===== src/rtl/dbus_gather_if.sv =====
// Read-gather bus bundle: request/beat inputs from the memory side and the
// assembled-phrase outputs toward the internal 64-bit bus consumers.
interface dbus_gather_if;
  logic        start;
  logic [1:0]  width;
  logic        rdstrb;
  logic [63:0] din;
  logic        abort;
  logic [63:0] dout;
  logic        dvalid;
  logic        busy;
  logic [7:0]  bmask;

  modport master (
    output start, width, rdstrb, din, abort,
    input  dout, dvalid, busy, bmask
  );

  modport slave (
    input  start, width, rdstrb, din, abort,
    output dout, dvalid, busy, bmask
  );
endinterface


===== src/rtl/dbus_gather.sv =====
// Assembles a 64-bit phrase from 8/16/32-bit read beats (or passes a 64-bit
// beat through) and flags completion with a one-cycle dvalid pulse.
module dbus_gather (
  input  logic           sys_clk,
  input  logic           resetl,
  dbus_gather_if.slave   bus
);

  localparam logic [1:0] ST_IDLE   = 2'd0;
  localparam logic [1:0] ST_GATHER = 2'd1;
  localparam logic [1:0] ST_DONE   = 2'd2;

  // Byte lanes covered by one beat, before shifting to its lane offset.
  function automatic logic [7:0] beat_lanes(input logic [1:0] w);
    logic [7:0] m;
    case (w)
      2'b00:   m = 8'h01;
      2'b01:   m = 8'h03;
      2'b10:   m = 8'h0F;
      2'b11:   m = 8'hFF;
      default: m = 8'h00;
    endcase
    return m;
  endfunction

  function automatic logic [2:0] last_idx(input logic [1:0] w);
    logic [2:0] l;
    case (w)
      2'b00:   l = 3'd7;
      2'b01:   l = 3'd3;
      2'b10:   l = 3'd1;
      2'b11:   l = 3'd0;
      default: l = 3'd0;
    endcase
    return l;
  endfunction

  function automatic logic [63:0] expand_bytes(input logic [7:0] m);
    logic [63:0] e;
    for (int n = 0; n < 8; n++) begin
      e[8*n +: 8] = {8{m[n]}};
    end
    return e;
  endfunction

  logic [1:0]  state_q, state_d;
  logic [1:0]  wreg_q, wreg_d;
  logic [2:0]  idx_q, idx_d;
  logic [63:0] dout_q, dout_d;
  logic [7:0]  bmask_q, bmask_d;
  logic        dvalid_q;
  logic        busy_q;

  logic [2:0]  off_s;
  logic [7:0]  beat_mask_s;
  logic [63:0] beat_bits_s;
  logic [63:0] din_sh_s;
  logic        last_s;

  // Lane offset in bytes is idx * Wbytes, i.e. idx shifted by log2(Wbytes).
  assign off_s       = idx_q << wreg_q;
  assign beat_mask_s = beat_lanes(wreg_q) << off_s;
  assign beat_bits_s = expand_bytes(beat_mask_s);
  assign din_sh_s    = bus.din << {off_s, 3'b000};
  assign last_s      = (idx_q == last_idx(wreg_q));

  // Next-state and datapath update for the gather FSM.
  always_comb begin
    state_d = state_q;
    wreg_d  = wreg_q;
    idx_d   = idx_q;
    dout_d  = dout_q;
    bmask_d = bmask_q;
    case (state_q)
      ST_IDLE, ST_DONE: begin
        if (bus.start) begin
          state_d = ST_GATHER;
          wreg_d  = bus.width;
          idx_d   = 3'd0;
          bmask_d = 8'h00;
        end else begin
          state_d = ST_IDLE;
        end
      end
      ST_GATHER: begin
        // abort beats a coincident rdstrb; the beat is dropped.
        if (bus.abort) begin
          state_d = ST_IDLE;
        end else if (bus.rdstrb) begin
          dout_d  = (dout_q & ~beat_bits_s) | (din_sh_s & beat_bits_s);
          bmask_d = bmask_q | beat_mask_s;
          idx_d   = idx_q + 3'd1;
          if (last_s) begin
            state_d = ST_DONE;
          end else begin
            state_d = ST_GATHER;
          end
        end else begin
          state_d = ST_GATHER;
        end
      end
      default: begin
        state_d = ST_IDLE;
      end
    endcase
  end

  // State, datapath and registered status flags.
  always_ff @(posedge sys_clk or negedge resetl) begin
    if (!resetl) begin
      state_q  <= ST_IDLE;
      wreg_q   <= 2'b00;
      idx_q    <= 3'd0;
      dout_q   <= 64'd0;
      bmask_q  <= 8'h00;
      dvalid_q <= 1'b0;
      busy_q   <= 1'b0;
    end else begin
      state_q  <= state_d;
      wreg_q   <= wreg_d;
      idx_q    <= idx_d;
      dout_q   <= dout_d;
      bmask_q  <= bmask_d;
      dvalid_q <= (state_d == ST_DONE);
      busy_q   <= (state_d == ST_GATHER);
    end
  end

  assign bus.dout   = dout_q;
  assign bus.dvalid = dvalid_q;
  assign bus.busy   = busy_q;
  assign bus.bmask  = bmask_q;

endmodule


===== src/flat_wrapper.sv =====
// flat-port wrapper written by rule: the top's interface ports become plain ports
module dbus_gather_flat 
  (sys_clk, resetl, bus_start, bus_width, bus_rdstrb, bus_din, bus_abort, bus_dout, bus_dvalid, bus_busy, bus_bmask);
  dbus_gather_if bus_i ();
  input  logic sys_clk;
  input  logic resetl;
  input wire logic [$bits(bus_i.start)-1:0] bus_start;
  input wire logic [$bits(bus_i.width)-1:0] bus_width;
  input wire logic [$bits(bus_i.rdstrb)-1:0] bus_rdstrb;
  input wire logic [$bits(bus_i.din)-1:0] bus_din;
  input wire logic [$bits(bus_i.abort)-1:0] bus_abort;
  output wire logic [$bits(bus_i.dout)-1:0] bus_dout;
  output wire logic [$bits(bus_i.dvalid)-1:0] bus_dvalid;
  output wire logic [$bits(bus_i.busy)-1:0] bus_busy;
  output wire logic [$bits(bus_i.bmask)-1:0] bus_bmask;
  assign bus_i.start = bus_start;
  assign bus_i.width = bus_width;
  assign bus_i.rdstrb = bus_rdstrb;
  assign bus_i.din = bus_din;
  assign bus_i.abort = bus_abort;
  assign bus_dout = bus_i.dout;
  assign bus_dvalid = bus_i.dvalid;
  assign bus_busy = bus_i.busy;
  assign bus_bmask = bus_i.bmask;
  dbus_gather u_core (.sys_clk(sys_clk), .resetl(resetl), .bus(bus_i));
endmodule

===== config.mk =====
export PLATFORM = sky130hd
export DESIGN_NAME = dbus_gather_flat
export DESIGN_NICKNAME = d
export VERILOG_FILES = /design/src/rtl/dbus_gather_if.sv /design/src/rtl/dbus_gather.sv /design/src/flat_wrapper.sv
export SDC_FILE = /design/constraint.sdc
export NUM_CORES = 1
export LEC_CHECK = 0
export CAP_MARGIN = 25
export CORE_UTILIZATION = 46
export DETAILED_ROUTE_END_ITERATION = 10
export PLACE_DENSITY = 0.84
export SLEW_MARGIN = 20
export SYNTH_ARGS = -nofsm -noshare
export SYNTH_HDL_FRONTEND = slang
export SYNTH_SLANG_ARGS = --single-unit

===== constraint.sdc =====
create_clock -name sys_clk -period 2.5 [get_ports sys_clk]
set_input_delay 0.5 -clock sys_clk [delete_from_list [all_inputs] [get_ports sys_clk]]
set_output_delay 0.5 -clock sys_clk [all_outputs]
set_load 0.05 [all_outputs]

; ---- Word level (Yosys, flattened, before mapping)
; Index checks and enable logic that the tools add are counted.
; W data, S select, Z words.
[classes]
mux = 15
div_mod_pow = 0
n_reduce_logical = 7
magnitude_cmp = 0
n_addsub = 1
n_shift = 3
bitwise_logic = 6
multipliers = 0
n_eq_ne = 11
[ops]
columns = operator, count
row1 = $and A64 B64 Y64, 2
row2 = $not A64 Y64, 1
row3 = $or A64 B64 Y64, 1
row4 = $shl A64 B6 Y64, 1
row5 = $pmux W8 S4, 1
row6 = $mux W8, 3
row7 = $pmux W8 S2, 1
row8 = $pmux W3 S4, 1
row9 = $mux W3, 3
row10 = $eq A2 B2 Y1 const B, 4
row11 = $or A8 B8 Y8, 1
row12 = $shl A8 B3 Y8, 1
row13 = $eq A2 B1 Y1 const B, 3
row14 = $mux W2, 3
row15 = $ne A2 B2 Y1 const B, 3
row16 = $pmux W3 S2, 1
row17 = $logic_not A2 Y1, 2
row18 = $pmux W2 S2, 1
row19 = $reduce_and A4 Y1, 1
row20 = $add A3 B1 Y3 const B, 1
row21 = $eq A3 B3 Y1, 1
row22 = $reduce_and A3 Y1, 1
row23 = $shl A3 B2 Y3, 1
row24 = $reduce_and A2 Y1, 1
row25 = 4 further kinds, 4
[totals]
rom_bits = 0
latch_bits = 0
mem_count = 0
ram_bits = 0
ff_bits = 81

; ---- Longest topological paths before layout
[depth]
ltp_word = 8
ltp_mapped = 8
ltp_nobuf = 5

; ---- Worst setup path before layout
; Ideal clock, no wire load.
[synth_timing]
kind = input port to flip-flop
start = input port bus_abort
end = register (tool-made name)
required_time_ps = 2375
path_slack_ps = 565
stages = 4
t_arrival_ps = 1810
setup_ps = 125
path_buffers = 1
cell_sequence = nand4bb_1 buf_2 a21oi_2 mux2_2
[synth_lines]
columns = element, line_no
row1 = from (decl), flat_wrapper.sv:11  ; input wire logic [$bits(bus_i.abort)-1:0] bus_abort;

==> impl_metrics.csv <==
group,metric,value,unit
floorplanning,core-area,0.01094,mm²
power_and_ir_drop,power.net_switching,4.473,mW
logic_synthesis,synth_edf_count,0,
clocking,clockBufferDepth,2,
routing,drtIter0Drc,489,
power_and_ir_drop,p_per_area,1268,mW/mm²
power_and_ir_drop,internal-power,4.797,mW
grt,overflow,0,
timing,worstMarginPinSlew,660.7,ps
timing,fin_crit,2342,ps
floorplanning,num_rows,38,
power_and_ir_drop,ir_worst_vdd,0.9447,mV
final_layout,seq_area,0.002028,mm²
final_layout,synthToLayoutAreaGrowth,39.93,%
grt,grt_max_degree,43,
routing,wire_per_inst,21.67,µm
timing,finalCritPeriodShare,0.9367,
logic_synthesis,synth-seq-area-share,0.3880,
setup_path,required,2760,ps
clocking,clkLatencyLatePin,340,ps
final_layout,nFillCells,892,
setup_path,crit_type,"register to register",
routing,viasPerCell,6.328,
logic_synthesis,synthFlopType,"dfrtp_1",
logic_synthesis,synth.avg_cell_area,9.085,µm²
floorplanning,die_h,108.6,µm
setup_path,worst-path-max-fanout,16,
final_layout,stdcell_count,872,
final_layout,utilization,0.6684,
routing,drt-pass1-iter-count,5,
setup_path,arrival,2600,ps
power_and_ir_drop,swShare,0.4826,
floorplanning,die_w,108.6,µm
clocking,cts_root_buffer,"clkbuf_16",
final_layout,diodes,0,
routing,drtAntennaViolNets,0,
status,status,"complete, no violations",
grt,gr-usage-all-layers,0.3338,
logic_synthesis,synth_cell_type_count,53,
timing,fin_worst_skew,5.750,ps
final_layout,multi_input_area,0.002919,mm²
final_layout,nets,799,
floorplanning,die_area,0.01179,mm²
logic_synthesis,syn_nets,647,
timing,setup_tns,0,ps
timing,maxSlewViolCount,0,
grt,grt_pass1_wl,29.57,mm
clocking,ctsResizeCount,0,
min_path,hp-class,"input pin to async pin",
setup_path,cp-start-kind,"register",
placement,io_buffers,144,
placement,gp_congestion,0.9196,
power_and_ir_drop,comb_power_share,0.603,
clocking,cts_htree_levels,3,
logic_synthesis,synth_warnings,0,
power_and_ir_drop,pwr-share-seq,0.240,
power_and_ir_drop,clock_power_share,0.157,
floorplanning,ioPinCount,145,
power_and_ir_drop,power.leakage,2.860,nW
clocking,cts.clk_slew.worst_paths,60,ps
timing,max_freq,427.0,MHz
logic_synthesis,syn_inst,575,
clocking,post_cts_buffers,0,
timing,setup_viol,0,
timing,hold_violations,0,
placement,place_hpwl,14.08,mm
clocking,cts_tree,"yes",
clocking,hold_buffers,0,
setup_path,end_kind,"register",
final_layout,layout-drive-gt1-share,0.1680,
routing,wl,18.90,mm
job,drv_cap,0,
placement,dp_cells,856,
timing,maxSlewHeadroom,0.5595,
grt,grt_antenna_before_repair,0,
timing,rsz0062_at_grt,"false",
clocking,numClockSinks,81,
routing,drc,0,
logic_synthesis,ys_ff_latch,81,
floorplanning,start_util,0.4777,
logic_synthesis,synth_area,0.005224,mm²
grt,grt_pass1_vias,5272,
routing,vias,5518,
clocking,cts_made_buffers,9,
logic_synthesis,synthArstFlopShare,1.000,
power groups by stage:
stage / Clock [mW] / Sequential [mW] / Combinational, mW
after floorplan: 0 / 4.07 / 1.77
after global placement: 0 / 2.23 / 5.47
after detailed placement: 0 / 2.24 / 5.54
after CTS: 1.47 / 2.23 / 5.56
after global routing: 1.54 / 2.29 / 5.85
final: 1.45 / 2.23 / 5.59
layout make-up:
type / instances / share of cell area
clock buffer: 10 / 0.03269
clock inverter: 6 / 0.01215
inverter: 10 / 0.005135
multi-input combinational: 435 / 0.3993
sequential: 81 / 0.2775
tap: 140 / 0.02396
timing repair buffer: 190 / 0.2492
metal layers:
metal	vias to the layer above	GRT usage	routed length (µm)
li1	2472	-	-
met1	2709	0.4674	8058
met2	294	0.5145	8876
met3	43	0.05787	1426
met4	0	0.1236	534
met5	-	0	0
Yosys cell counts (2+ instances only):
cell       instances  area [µm²]
a21o_1             2       15.01
a21oi_1           39       195.2
a21oi_2            5       43.79
a221o_1            2       20.02
a222oi_1           2       20.02
a22o_1             3       26.28
a22oi_1           38       285.3
a2bb2oi_1          9       78.83
a31oi_1           18       112.6
and2_1             2       12.51
and3_1             2       12.51
buf_2             25       125.1
buf_4              6       45.04
clkbuf_1          15       56.30
dfrtp_1           81        2027
inv_1              8       30.03
inv_2              2       7.510
mux2_2            37       416.7
mux2_4             2       30.03
mux2i_1           24       240.2
nand2_1           42       157.7
nand2b_1           7       43.79
nand3_1            4       20.02
nor2_1            54       202.7
nor2b_1            6       37.54
nor3_1             7       35.03
nor3b_1            2       15.01
nor3b_2            2       25.02
nor4_1             3       18.77
nor4b_1            7       61.31
o21ai_0           52       260.3
o221a_2            8       90.09
o221ai_1           9       78.83
o22a_1             2       17.52
o22ai_1           24       150.1
or2_0              5       31.28
or4_1              2       15.01
xor2_1             2       17.52
kinds of logic after synthesis:
family	share of synthesized area
fa+ha+maj	0.002395
mux	0.1315
simple gates	0.1416
buf+inv	0.05437
xor+xnor	0.003354
compound gates	0.2788
flops	0.3880
placed cells by master (no fill, tap or decap), drive strengths merged, types with 3 or more instances in the layout:
| cell | n |
|---|---|
| a21oi | 44 |
| a22o | 3 |
| a22oi | 38 |
| a2bb2oi | 9 |
| a31oi | 18 |
| buf | 47 |
| clkbuf | 10 |
| clkdlybuf4s50 | 143 |
| dfrtp | 81 |
| inv | 11 |
| mux2 | 39 |
| mux2i | 24 |
| nand2 | 42 |
| nand2b | 7 |
| nand3 | 4 |
| nor2 | 54 |
| nor2b | 6 |
| nor3 | 8 |
| nor3b | 4 |
| nor4 | 3 |
| nor4b | 7 |
| o21ai | 52 |
| o221a | 8 |
| o221ai | 9 |
| o22ai | 24 |
| or2 | 5 |
stage by stage:
step	worst slack [ps]	instance area (µm²)	hold slack, ps	total power [mW]
floorplan	565.1	5224	204.4	5.842
global placement	179.2	6982	478.6	7.699
detailed placement	57.85	6982	489.1	7.780
CTS	229.3	7310	151.7	9.263
global route	87.05	7310	174.7	9.682
finish	158.2	7310	128.8	9.270
worst max-delay path, cell delays in order, from the launching register on:
cell and delay, ps:
dfrtp_1 540, buf_4 280, nor3b_4 560, a22oi_1 170
o221a_2 330, or2_0 200, a31oi_1 180
worst paths after layout:
check / start / end / slack (ps) / depth (start not counted)
worst max-delay path: u_core.wreg_q[0]$_DFFE_PN0P_ / register / 160 / 6
worst min register to register: u_core.bus.bmask[5]$_DFFE_PN0P_ / u_core.bus.bmask[5]$_DFFE_PN0P_ / 500 / 2
worst max register to register: u_core.wreg_q[0]$_DFFE_PN0P_ / register / 160 / 6
min in group sys_clk: u_core.bus.bmask[5]$_DFFE_PN0P_ / u_core.bus.bmask[5]$_DFFE_PN0P_ / 500 / 2
max in group asynchronous: resetl / u_core.idx_q[0]$_DFFE_PN0P_ / 1740 / 2
worst min-delay path: resetl / u_core.bus.bmask[3]$_DFFE_PN0P_ / 130 / 1
(Power assumes the default switching activity.)
